**config.mk**
```make
export PLATFORM = sky130hd
export DESIGN_NAME = pcpi_result_nibble_tx
export DESIGN_NICKNAME = d
export VERILOG_FILES = /design/src/rtl/pcpi_nib_pkg.sv /design/src/rtl/pcpi_nib_bit_sync.sv /design/src/rtl/pcpi_result_nibble_tx.sv
export SDC_FILE = /design/constraint.sdc
export NUM_CORES = 1
export LEC_CHECK = 0
export CORE_MARGIN = 2
export CORE_UTILIZATION = 40
export CTS_CLUSTER_DIAMETER = 60
export DETAILED_ROUTE_END_ITERATION = 7
export GPL_TIMING_DRIVEN = 0
export PLACE_DENSITY = 0.63
export SYNTH_ARGS = -nofsm -noshare
export SYNTH_HDL_FRONTEND = slang
export SYNTH_SLANG_ARGS = --single-unit
```
**constraint.sdc**
```tcl
create_clock -name clk -period 2.3 [get_ports clk]
set_input_delay 0.23 -clock clk [delete_from_list [all_inputs] [get_ports clk]]
set_output_delay 0.23 -clock clk [all_outputs]
set_load 0.02 [all_outputs]
```
**src/rtl/pcpi_nib_pkg.sv**
```systemverilog
// Shared definitions for the nibble-serial PCPI pin links (transmit result / receive instruction).
package pcpi_nib_pkg;

  localparam int NIB_W_DEF  = 4;
  localparam int DATA_W_DEF = 32;

  typedef enum logic [1:0] {
    IDLE    = 2'd0,
    ARM     = 2'd1,
    PRESENT = 2'd2,
    RELEASE = 2'd3
  } tx_state_t;

endpackage

```
**src/rtl/pcpi_nib_bit_sync.sv**
```systemverilog
// N-flop synchronizer for a single asynchronous pin; the output is the last flop.
module bit_sync #(
  parameter int STAGES = 2
) (
  input  logic clk,
  input  logic rst,
  input  logic d,
  output logic q
);

  logic [STAGES-1:0] sync_r;

  // shift the pin level through the synchronizer chain
  always_ff @(posedge clk) begin
    if (rst) begin
      sync_r <= '0;
    end else begin
      sync_r <= {sync_r[STAGES-2:0], d};
    end
  end

  assign q = sync_r[STAGES-1];

endmodule

```
**src/rtl/pcpi_result_nibble_tx.sv**
```systemverilog
// Captures a PCPI result word and shifts it off-chip LSB nibble first over a
// four-phase valid/ack pin handshake.
module pcpi_result_nibble_tx
  import pcpi_nib_pkg::*;
#(
  parameter int DATA_W      = DATA_W_DEF,
  parameter int NIB_W       = NIB_W_DEF,
  parameter int SYNC_STAGES = 2
) (
  input  logic              clk,
  input  logic              rst,
  input  logic              pcpi_ready,
  input  logic              pcpi_wr,
  input  logic [DATA_W-1:0] pcpi_rd,
  output logic [NIB_W-1:0]  tx_data,
  output logic              tx_valid,
  input  logic              tx_ack,
  output logic              busy,
  output logic              done,
  output logic              overrun
);

  localparam int NIBS  = DATA_W / NIB_W;
  localparam int IDX_W = (NIBS > 1) ? $clog2(NIBS) : 1;
  localparam logic [IDX_W-1:0] LAST_IDX = IDX_W'(NIBS - 1);

  tx_state_t          state_r, state_nxt_s;
  logic               ack_s;
  logic               capture_s;
  logic               last_s;
  logic [IDX_W-1:0]   idx_r, idx_nxt_s;
  logic [DATA_W-1:0]  sh_r, sh_nxt_s, sh_shift_s;
  logic [NIB_W-1:0]   tx_data_r, data_nxt_s;
  logic               tx_valid_r;
  logic               busy_r;
  logic               done_r;
  logic               overrun_r;

  bit_sync #(
    .STAGES (SYNC_STAGES)
  ) u_ack_sync (
    .clk (clk),
    .rst (rst),
    .d   (tx_ack),
    .q   (ack_s)
  );

  assign capture_s  = pcpi_ready && pcpi_wr;
  assign last_s     = (idx_r == LAST_IDX);
  assign sh_shift_s = sh_r >> NIB_W;

  // next state plus the shift register, index and pin nibble that go with it
  always_comb begin
    state_nxt_s = state_r;
    idx_nxt_s   = idx_r;
    sh_nxt_s    = sh_r;
    data_nxt_s  = tx_data_r;
    case (state_r)
      IDLE: begin
        if (capture_s) begin
          sh_nxt_s  = pcpi_rd;
          idx_nxt_s = '0;
          if (ack_s) begin
            state_nxt_s = ARM;
          end else begin
            state_nxt_s = PRESENT;
            data_nxt_s  = pcpi_rd[NIB_W-1:0];
          end
        end else begin
          state_nxt_s = IDLE;
        end
      end
      ARM: begin
        // host still holds an ack from before; wait for it to clear
        if (!ack_s) begin
          state_nxt_s = PRESENT;
          data_nxt_s  = sh_r[NIB_W-1:0];
        end else begin
          state_nxt_s = ARM;
        end
      end
      PRESENT: begin
        if (ack_s) begin
          state_nxt_s = RELEASE;
        end else begin
          state_nxt_s = PRESENT;
        end
      end
      RELEASE: begin
        if (!ack_s) begin
          if (last_s) begin
            state_nxt_s = IDLE;
          end else begin
            state_nxt_s = PRESENT;
            sh_nxt_s    = sh_shift_s;
            idx_nxt_s   = idx_r + IDX_W'(1);
            data_nxt_s  = sh_shift_s[NIB_W-1:0];
          end
        end else begin
          state_nxt_s = RELEASE;
        end
      end
      default: begin
        state_nxt_s = IDLE;
      end
    endcase
  end

  // state, datapath and registered pin/status outputs
  always_ff @(posedge clk) begin
    if (rst) begin
      state_r    <= IDLE;
      idx_r      <= '0;
      sh_r       <= '0;
      tx_data_r  <= '0;
      tx_valid_r <= 1'b0;
      busy_r     <= 1'b0;
      done_r     <= 1'b0;
      overrun_r  <= 1'b0;
    end else begin
      state_r    <= state_nxt_s;
      idx_r      <= idx_nxt_s;
      sh_r       <= sh_nxt_s;
      tx_data_r  <= data_nxt_s;
      tx_valid_r <= (state_nxt_s == PRESENT);
      busy_r     <= (state_nxt_s != IDLE);
      done_r     <= (state_r == RELEASE) && (state_nxt_s == IDLE);
      if (capture_s && (state_r != IDLE)) begin
        overrun_r <= 1'b1;
      end else begin
        overrun_r <= overrun_r;
      end
    end
  end

  assign tx_data  = tx_data_r;
  assign tx_valid = tx_valid_r;
  assign busy     = busy_r;
  assign done     = done_r;
  assign overrun  = overrun_r;

endmodule
```
* Word-level counts from Yosys, hierarchy flattened *
Index checks and enable logic that the tools add are counted.

storage, ports and cells
  bits in writable memories = 0
  output and inout bits = 8
  ROM bits = 0
  bits in latches = 0
  memories kept = 0
  register bits after elaboration = 47

cells by class
  multiplexer cells = 20
  equality and inequality tests = 10
  multipliers = 0
  divide/modulo/power cells = 0
  bitwise gates (word level) = 0
  $add $sub $neg = 1
  shift operators = 0
  reduce and logical (&&, ||, !) cells = 11
  order comparisons = 0

operators with widths
  kind                 number
  $mux 32              3
  $pmux 32 s2          1
  $mux 4               5
  $pmux 4 s3           1
  $ne 2x2->1 const B   5
  $mux 3               3
  $mux 2               4
  $pmux 2 s4           1
  $eq 2x2->1 const B   3
  $pmux 3 s2           1
  $reduce_and 6->1     1
  $reduce_bool 2->1    3
  $logic_not 2->1      2
  $reduce_and 4->1     1
  $add 3x1->3 const B  1
  $eq 3x3->1 const B   1
  $logic_and 1x1->1    3
  $reduce_bool 3->1    1
  $eq 2x1->1 const B   1
  $mux 1               1

* Logic depth before layout (Yosys ltp) *
Gate-level depths: netlist of run 1.

  depth after elaboration = 6
  depth in mapped cells = 7

* By module *
From an unflattened synthesis of run 1, not the netlist that was laid out.

unflattened totals
  cells, all modules = 256
  area total of the unflattened synthesis = 2361.0 µm²

by module, submodules not included
  module                 instances  area each (µm²)  cells each
  pcpi_result_nibble_tx  1          2308.5           252
  bit_sync               1          52.6             4

* Worst setup path before layout of run 1 *
Ideal clock, no wire load.

  kind = register -> register
  start point = reg idx_r[0]
  end point = reg sh_r[14]
  library setup time = 89 ps
  arrival = 1529 ps
  slack = 682 ps
  data required time = 2211 ps
  stages on the path, launching flop included = 8
  cells stage by stage = dfxtp_1 ha_1 ha_1 and4bb_1 buf_4 buf_6 nor3_1 a311oi_2

on the way
  cells in the longest elaborated chain, start to end = 3

ends and longest elaborated chain
  item                               line                          text
  from (decl)                        pcpi_result_nibble_tx.sv:31   logic [IDX_W-1:0] idx_r, idx_nxt_s;
  from (signal assigned)             pcpi_result_nibble_tx.sv:122  idx_r <= idx_nxt_s;
  $eq 3x3->1                         pcpi_result_nibble_tx.sv:49   assign last_s = (idx_r == LAST_IDX);
  $ne 2x2->1 (no source line)        n/a
  $reduce_and 4->1 (no source line)  n/a
  to (signal assigned)               pcpi_result_nibble_tx.sv:123  sh_r <= sh_nxt_s;
  to (decl)                          pcpi_result_nibble_tx.sv:32   logic [DATA_W-1:0] sh_r, sh_nxt_s, sh_shift_s;

Every way passes these cells.
A chain may end at the register's enable or synchronous reset.

* Worst setup path after layout of run 1 *
Same ends and word-level chain as after synthesis.

==> run_results.csv, run 1 <==
group,metric,value,unit
status,status,"complete, no violations",
setup_path,required,2.52,ns
sta,drv_slew,0,
pwr,p_seq_share,52.1,%
synthesis,syn_avg_cell_area,9.34,um2
worst_hold_path,hp-start,"u_ack_sync.sync_r[0]",
global_routing,grt_overflow_total,0,
setup_path,rrSetupSlack,0.48,ns
clock_network,cts_resized,0,
finish,multi_input_area,1270,um2
clock_network,cts_max_level,2,
clock_network,postCtsHoldBufs,0,
detailed_routing,post_drt_via_cell_ratio,5.48,
global_routing,grt_pass1_vias,1971,
place,gp_congestion,0.808,
synthesis,synth_edf_count,0,
pwr,netSwitchingFraction,27.5,%
synthesis,synthMuxAreaShare,3.35,%
clock_network,cts_setup_buffers,0,
synthesis,synth_cells,256,
sta,worst_slew_pin_slew,0.704,ns
sta,setup_viol,0,
finish,antennaDiodeCount,0,
pwr,p_switching,472,uW
synthesis,yosys_warnings,0,
detailed_routing,route.final.wire_length,5.82,mm
pwr,leakage,1.06,nW
clock_network,insertion_delay,0.30,ns
sta,hold_viol_final,0,
detailed_routing,drt-pass1-iter-count,4,
sta,rsz0062_at_grt,"false",
synthesis,ys_seq_elements,47,
clock_network,tritoncts,"yes",
finish,fin_area,3010,um2
worst_hold_path,hold_path.class,"reg -> reg",
die,ios,45,
sta,fin_crit_sh,79.1,%
pwr,vdd_drop_max,0.000244,V
die,die_w,81.3,um
clock_network,clk_pin_slew,0.09,ns
global_routing,grt_usage,18.9,%
die,core_area,5850,um2
setup_path,r2r_cells,7,
sta,fin_skew,0.00557,ns
synthesis,ys.flop_type,"dfxtp_1",
die,rows,28,
place,place_area,2930,um2
worst_hold_path,hold_depth,1,
worst_hold_path,hold_end,"u_ack_sync.sync_r[1]",
setup_path,r2r_end,"sh_r[14]",
sta,slew_headroom,53.1,%
synthesis,synth_compound_area_share,21.9,%
finish,fill_cells,562,
die,initial_core_util,40.9,%
job,maxCapViolations,0,
setup_path,r2r_start,"idx_r[0]",
die,chipHeight,81.3,um
synthesis,synth-seq-area-share,39.4,%
synthesis,synth-simple-area-share,27.0,%
sta,tns,0,ns
sta,fin_hold_ws,0.453,ns
synthesis,synth_cell_types,30,
setup_path,setup.worst_path.class,"reg -> reg",
setup_path,cp_max_fo,10,
detailed_routing,drc,0,
detailed_routing,drtAntennaViolNets,0,
place,numPortBuffers,44,
synthesis,yosys.area_share.xor_xnor,0,%
place,detailed_place_hpwl,4.08,mm
pwr,powerDensity,571,nW/um2
sta,period_minus_slack,1.82,ns
global_routing,grt_first_pass_wirelength,9.56,mm
detailed_routing,drt_iter0_markers,81,
detailed_routing,vias,2098,
clock_network,clockBufferDepth,2,
finish,regArea,941,um2
pwr,intPower,1.25,mW
synthesis,synthesis.area,2390,um2
setup_path,cp-start-kind,"flop",
synthesis,synth_fp_nets,295,
sta,max_freq,0.550,GHz
global_routing,grt_max_degree,14,
synthesis,synthArstFlopShare,0,%
finish,drive_gt1_share,17.2,%
setup_path,cp.arrival,2.04,ns
synthesis,synth_top_family_by_area,"simple AND/OR/NAND/NOR gates",
global_routing,grt_antenna_before_repair,0,
clock_network,cts_buffers,5,
synthesis,yosys.area_share.adder,1.05,%
detailed_routing,post_drt_wl_per_cell,15.2,um
pwr,p_comb_share,19.0,%
clock_network,cts_num_sinks,47,
pwr,total_power,1.72,mW
finish,syn2layout_area_growth,25.7,%
die,die_area,6610,um2
clock_network,cts-root-buf,"clkbuf_8",
setup_path,critPathCaptureType,"flop",
finish,fin_nets,346,
pwr,clkPwrFrac,28.9,%
==> per-layer routing <==
layer / part of all wire, % / vias to the layer above / routed length [um] / GRT usage (%)
met2: 45 / 31 / 2630 / 29.1
met1: 50 / 1012 / 2910 / 26.3
met4: 1.4 / 0 / 80 / 6.61
met3: 3.4 / 6 / 196 / 3.44
li1: - / 1049 / - / -
met5: 0 / - / 0 / 0
==> logic make-up (layout without fill, tap and decap cells) <==
logic type | Yosys count | count (layout)
AND/OR/NAND/NOR | 122 | 122
flip-flops | 47 | 47
AO/OA/AOI/OAI | 46 | 46
buffers and inverters | 31 | 83
multiplexers | 8 | 8
adder cells (fa/ha/maj) | 2 | 2
==> through the flow <==
| stage | setup WS, ns | cells | utilization [%] |
|---|---|---|---|
| after detailed placement | 0.336 | 375 | 50.0 |
| after CTS | 0.480 | 383 | 51.4 |
| after global routing | 0.333 | 383 | 51.4 |
| after global placement | 0.361 | 375 | 50.0 |
| after floorplan | 0.682 | 256 | - |
| final | 0.481 | 383 | 51.4 |
==> cells in the mapped netlist, types with 3 or more instances <==
library cell	count	area (um2)
a21oi_1	10	50.1
nand2b_1	5	31.3
nor3_1	23	115
buf_6	5	56.3
a311oi_1	3	26.3
dfxtp_1	47	941
nor2b_1	3	18.8
nand3_1	39	195
buf_2	5	25.0
clkbuf_1	14	52.6
buf_4	4	30.0
nand2_1	29	109
nor2_1	7	26.3
nor3_2	6	60.1
a311oi_2	26	390
a211o_1	4	35.0
mux2i_1	8	80.1
==> final cells by class <==
class | count | share of cell area (%)
Multi-Input combinational cell | 178 | 42.4
Sequential cell | 47 | 31.3
Timing Repair Buffer | 44 | 14.6
Buffer | 29 | 5.58
Tap cell | 75 | 3.12
Clock buffer | 7 | 2.54
Inverter | 2 | 0.250
Clock inverter | 1 | 0.166
==> state kept, by name, indices dropped and copies added (netlist names) <==
signal,cells
idx_r,3
state_r,2
done,1
sh_r,32
tx_data,4
busy,1
overrun,1
u_ack_sync.sync_r,2
tx_valid,1
==> layout by cell type, fill, tap and decap left out, types with 2 or more instances in the layout <==
cell / netlist / routed
dfxtp_1: 47 / 47
a311oi_2: 26 / 26
nor2_1: 7 / 7
a21oi_1: 10 / 10
buf_2: 5 / 5
clkbuf_8: 0 / 5
mux2i_1: 8 / 8
nor3b_1: 2 / 2
nand2b_1: 5 / 5
buf_6: 5 / 5
nand2_1: 29 / 29
nand4_1: 2 / 2
clkdlybuf4s50_1: 0 / 44
buf_4: 4 / 4
inv_1: 2 / 2
nand3_1: 39 / 39
a211o_1: 4 / 4
ha_1: 2 / 2
nor2b_1: 3 / 3
clkbuf_1: 14 / 16
nor3_1: 23 / 23
a311oi_1: 3 / 3
nor3_2: 6 / 6
nand4bb_1: 2 / 2
==> worst max-delay path by stage <==
stage                  start        to  slack, ns  depth (start not counted)
floorplan           idx_r[0]  sh_r[14]       0.68                          7
global placement         rst  sh_r[22]       0.36                          4
global route        idx_r[0]  sh_r[22]       0.33                          7
CTS                 idx_r[0]  sh_r[17]       0.48                          7
detailed placement       rst  sh_r[22]       0.34                          4
finish              idx_r[0]  sh_r[14]       0.48                          7
==> critical path, stage by stage, from the launching register on <==
cell      delay (ns)
dfxtp_1         0.33
ha_1            0.20
ha_1            0.22
and4bb_1        0.31
buf_4           0.20
buf_6           0.18
nor3_1          0.07
a311oi_2        0.22
==> power groups by stage <==
| stage | registers (mW) | logic [mW] | clock network (mW) |
|---|---|---|---|
| after detailed placement | 0.913 | 0.326 | 0 |
| after CTS | 0.895 | 0.327 | 0.506 |
| after floorplan | 0.915 | 0.199 | 0 |
| after global placement | 0.913 | 0.323 | 0 |
| after global routing | 0.901 | 0.353 | 0.537 |
| final | 0.895 | 0.326 | 0.497 |
(Power assumes the default switching activity.)
==> inputs of run 2 (changes only) <==
==> constraint.sdc (replaced) <==
create_clock -name clk -period 1.9 [get_ports clk]
set_input_delay 0.19 -clock clk [delete_from_list [all_inputs] [get_ports clk]]
set_output_delay 0.19 -clock clk [all_outputs]
set_load 0.02 [all_outputs]
==> run 2 against run 1 <==
Against the previous run:
- register-to-register slack worse by 0.30 ns
- critical endpoint is now sh_r[27]
- core utilization up 0.15 points
- critical path type unchanged
- clock-buffer cell count unchanged
- highest routed layer unchanged
==> run_results.csv, run 2 (synthesized netlist as in run 1, its figures left out) <==
group,metric,value,unit
global_routing,grt_first_pass_wirelength,9.56,mm
detailed_routing,route.final.wire_length,5.78,mm
die,ios,45,
sta,drv_slew,0,
clock_network,tritoncts,"yes",
setup_path,r2r_cells,6,
setup_path,r2r_start,"idx_r[0]",
finish,final_cell_mix,"dfxtp_1 (47), clkdlybuf4s50_1 (44), nand3_1 (39)",
detailed_routing,drc,0,
job,maxCapViolations,0,
worst_hold_path,hold_end,"u_ack_sync.sync_r[0]",
setup_path,r2r_end,"sh_r[27]",
detailed_routing,post_drt_wl_per_cell,15.1,um
clock_network,clockBufferDepth,2,
finish,drive_gt1_share,16.9,%
detailed_routing,post_drt_via_cell_ratio,5.51,
sta,rsz0062_at_grt,"false",
place,detailed_place_hpwl,4.08,mm
pwr,total_power,2.08,mW
die,die_area,6610,um2
place,gp_congestion,0.808,
sta,worst_slew_pin_slew,0.706,ns
clock_network,cts_resized,0,
clock_network,cts_buffers,5,
detailed_routing,vias,2103,
clock_network,clk_pin_slew,0.09,ns
place,numPortBuffers,44,
detailed_routing,drt-pass1-iter-count,4,
finish,final_common_cell,"dfxtp_1",
worst_hold_path,hp-start,"tx_ack",
setup_path,cp_max_fo,19,
setup_path,cp-start-kind,"flop",
clock_network,cts_num_sinks,47,
detailed_routing,drt_iter0_markers,88,
setup_path,cp.arrival,1.93,ns
sta,hold_viol_final,0,
finish,fin_nets,345,
clock_network,cts-root-buf,"clkbuf_8",
global_routing,grt_antenna_before_repair,0,
finish,syn2layout_area_growth,26.1,%
setup_path,setup.worst_path.class,"reg -> reg",
pwr,vdd_drop_max,0.000296,V
sta,setup_viol,0,
pwr,leakage,1.06,nW
clock_network,cts_setup_buffers,0,
sta,fin_hold_ws,0.432,ns
global_routing,grt_max_degree,14,
finish,largest_reg_flops,32,
die,core_area,5850,um2
sta,fin_skew,0.00641,ns
pwr,powerDensity,689,nW/um2
setup_path,critPathCaptureType,"flop",
clock_network,insertion_delay,0.30,ns
global_routing,grt_usage,18.9,%
sta,period_minus_slack,1.72,ns
worst_hold_path,hold_path.class,"in -> reg",
setup_path,required,2.12,ns
setup_path,rrSetupSlack,0.18,ns
sta,slew_headroom,53.0,%
sta,max_freq,0.583,GHz
finish,largest_register,"sh_r",
clock_network,postCtsHoldBufs,0,
worst_hold_path,hold_depth,2,
global_routing,grt_pass1_vias,1971,
global_routing,grt_overflow_total,0,
status,status,"complete, no violations",
die,die_w,81.3,um
die,rows,28,
die,initial_core_util,40.9,%
sta,fin_crit_sh,90.3,%
detailed_routing,drtAntennaViolNets,0,
clock_network,cts_max_level,2,
finish,antennaDiodeCount,0,
die,chipHeight,81.3,um
==> run 2: cell count changes in the layout (fill, tap and decap cells not counted), sizes merged <==
cell	change
buf	-1
==> run 2: cell type report <==
cell class | instances | area [um2]
flip-flops and latches | 47 | 941
inverters | 2 | 7.51
clock inverters | 1 | 5.00
multi-input cells | 178 | 1280
repair buffers | 44 | 440
fillers | 565 | 2840
well taps | 75 | 93.8
clock buffers | 7 | 76.3
plain buffers | 28 | 168
==> run 2: worst max-delay path, cell delays in order, from the launching register on <==
cell and delay (ns):
dfxtp_1 0.33, ha_1 0.20, ha_1 0.22, and4bb_1 0.31
buf_6 0.22, nor3_1 0.09, a311oi_2 0.25
==> run 2: power by group <==
group / internal [mW] / total, mW / leakage (nW) / switching (mW)
registers: 1.05 / 1.08 / 0.386 / 0.0362
clock network: 0.259 / 0.597 / 0.0422 / 0.338
logic: 0.205 / 0.398 / 0.635 / 0.192
==> run 2: worst max path at each step <==
stage	startpoint	endpoint	slack (ns)	cells past startpoint
6_report	idx_r[0]	sh_r[27]	0.18	6
5_1_grt	idx_r[0]	sh_r[22]	0.02	7
4_1_cts	idx_r[0]	sh_r[17]	0.08	7
3_5_place_dp	rst	sh_r[22]	-0.02	4
3_3_place_gp	rst	sh_r[22]	0.001	4
2_1_floorplan	idx_r[0]	sh_r[14]	0.28	7
==> run 2: through the flow <==
stage | setup WS (ns) | TNS [ns] | cells | util, % | cell area [um2]
floorplan | 0.282 | 0 | 256 | - | 2390
global placement | 0.00105 | 0 | 375 | 50.0 | 2930
detailed placement | -0.0236 | -0.188 | 375 | 50.0 | 2930
CTS | 0.0796 | 0 | 383 | 51.4 | 3010
global route | 0.0160 | 0 | 382 | 51.5 | 3020
finish | 0.184 | 0 | 382 | 51.5 | 3020
==> run 2: metal layers <==
| metal | wire (um) | GRT usage [%] | part of all wire (%) | vias up |
|---|---|---|---|---|
| met5 | 0 | 0 | 0 | - |
| met4 | 76 | 6.61 | 1.3 | 0 |
| li1 | - | - | - | 1050 |
| met1 | 2800 | 26.3 | 48 | 1003 |
| met3 | 277 | 3.44 | 4.8 | 6 |
| met2 | 2630 | 29.1 | 45 | 44 |
==> inputs of run 3 (changes only) <==
--- a/config.mk
+++ b/config.mk
@@ -5,12 +5,14 @@
 export SDC_FILE = /design/constraint.sdc
 export NUM_CORES = 1
 export LEC_CHECK = 0
+export CELL_PAD_IN_SITES_DETAIL_PLACEMENT = 1
+export CELL_PAD_IN_SITES_GLOBAL_PLACEMENT = 1
 export CORE_MARGIN = 2
-export CORE_UTILIZATION = 40
+export CORE_UTILIZATION = 39
 export CTS_CLUSTER_DIAMETER = 60
 export DETAILED_ROUTE_END_ITERATION = 7
 export GPL_TIMING_DRIVEN = 0
-export PLACE_DENSITY = 0.63
+export PLACE_DENSITY = 0.78
 export SYNTH_ARGS = -nofsm -noshare
 export SYNTH_HDL_FRONTEND = slang
 export SYNTH_SLANG_ARGS = --single-unit
==> run 3 against run 2 <==
Against the previous run:
- clock skew is 0.0022 ns higher
- design area is 0.21% higher
- largest cell class unchanged
- worst setup slack worse by 0.035 ns
- largest power group unchanged
- highest routed layer unchanged
- combinational power about the same
==> run_results.csv, run 3 (synthesized netlist as in run 1, its figures left out) <==
group,metric,value,unit
detailed_routing,drc,0,
setup_path,cpLargestDelayFamily,"buffers and inverters",
finish,multi_input_area,1280,um2
setup_path,setup.worst_path.class,"reg -> reg",
die,die_w,82.3,um
global_routing,use_met3,3.48,%
global_routing,grt_first_pass_wirelength,10.5,mm
place,numPortBuffers,44,
clock_network,tritoncts,"yes",
sta,drv_slew,0,
setup_path,cp.arrival,1.91,ns
clock_network,postCtsHoldBufs,0,
sta,hold_viol_final,0,
finish,drive_gt1_share,17.9,%
sta,tns,0,ns
die,initial_core_util,40.4,%
sta,period_minus_slack,1.75,ns
place,detailed_place_hpwl,4.60,mm
detailed_routing,post_drt_wl_per_cell,16.9,um
setup_path,crit_path_cell_trace,"ha_1 -> ha_2 -> nand4bb_1 -> clkbuf_4 -> nand2_4 -> buf_4 -> a311oi_2",
clock_network,clk_pin_slew,0.08,ns
finish,final_cell_mix,"dfxtp_1 (47), clkdlybuf4s50_1 (44), nand3_1 (39)",
finish,final_util,51.0,%
clock_network,clockBufferDepth,2,
setup_path,cp-start-kind,"flop",
clock_network,cts_max_level,2,
job,maxCapViolations,0,
pwr,powerDensity,697,nW/um2
clock_network,cts_setup_buffers,0,
die,chipHeight,82.3,um
sta,setup_viol,0,
sta,rsz0062_at_grt,"false",
global_routing,busiest_layer,"met2",
sta,fin_skew,0.00857,ns
clock_network,cts-root-buf,"clkbuf_8",
setup_path,crit_path_top_delay_cell,"dfxtp_1",
sta,fin_ws,0.150,ns
die,die_area,6770,um2
pwr,vdd_drop_max,0.000325,V
finish,largest_register,"sh_r",
sta,worst_slew_pin_slew,0.716,ns
clock_network,insertion_delay,0.30,ns
clock_network,cts_resized,0,
die,ios,45,
detailed_routing,drtAntennaViolNets,0,
sta,slew_headroom,52.3,%
sta,max_freq,0.571,GHz
setup_path,crit_buf_inv,2,
global_routing,grt.met1_usage,27.3,%
finish,syn2layout_area_growth,26.4,%
clock_network,cts_buffers,5,
detailed_routing,drt_iter0_markers,69,
detailed_routing,route.final.wire_length,6.47,mm
setup_path,cp_max_fo,10,
die,rows,28,
die,core_area,5920,um2
setup_path,cp_slowest_stage_delay,0.33,ns
global_routing,grt_overflow_total,0,
finish,fin_nets,346,
setup_path,critPathCaptureType,"flop",
global_routing,met2_usage,33.6,%
global_routing,grt_max_degree,14,
clock_network,cts_num_sinks,47,
place,gp_congestion,0.812,
finish,fill_cells,698,
detailed_routing,drt-pass1-iter-count,4,
status,status,"complete, no violations",
detailed_routing,vias,2173,
worst_hold_path,hold_path.class,"reg -> reg",
global_routing,grt_usage,20.3,%
detailed_routing,post_drt_via_cell_ratio,5.69,
place,pre_cts_ws,-0.0792,ns
pwr,leakage,1.07,nW
global_routing,grt_antenna_before_repair,0,
finish,final_common_cell,"dfxtp_1",
setup_path,required,2.06,ns
finish,largest_reg_flops,32,
finish,antennaDiodeCount,0,
global_routing,grt_pass1_vias,2104,
sta,fin_crit_sh,92.1,%
finish,regArea,941,um2
-- run 3: worst paths after layout --
path                                           start                    to  slack, ns  depth (start not counted)
worst max-delay path                        idx_r[0]              sh_r[20]       0.15                          7
worst min-delay path            u_ack_sync.sync_r[0]  u_ack_sync.sync_r[1]       0.45                          1
worst max register to register              idx_r[0]              sh_r[20]       0.15                          7
worst min register to register  u_ack_sync.sync_r[0]  u_ack_sync.sync_r[1]       0.45                          1
-- run 3: power by group --
group          internal [mW]  switching, mW  total, mW
Combinational          0.203          0.197      0.399
Clock                  0.286          0.335      0.622
Sequential              1.05         0.0388       1.09
Total                   1.54          0.571       2.11
-- run 3: layer usage --
layer / up-vias / part of all wire [%]
met3: 7 / 3.4
met2: 41 / 49
met1: 1069 / 47
met5: - / 0
met4: 0 / 1.2
li1: 1056 / -
-- run 3: cell type report --
cell class	instances	area share, %
buffer	29	5.76
clock buffer	6	2.73
clock inverter	1	0.166
inverter	2	0.248
multi-input combinational	178	42.3
sequential	47	31.1
tap	75	3.11
timing repair buffer	44	14.6
-- run 3: through the flow --
| stage | hold WS [ns] | instance area (um2) | power, mW | cells |
|---|---|---|---|---|
| after detailed placement | 0.436 | 2930 | 1.51 | 375 |
| after floorplan | 0.318 | 2390 | 1.35 | 256 |
| after CTS | 0.452 | 3010 | 2.12 | 382 |
| after global placement | 0.421 | 2930 | 1.50 | 375 |
| final | 0.448 | 3020 | 2.11 | 382 |
| after global routing | 0.455 | 3020 | 2.20 | 382 |
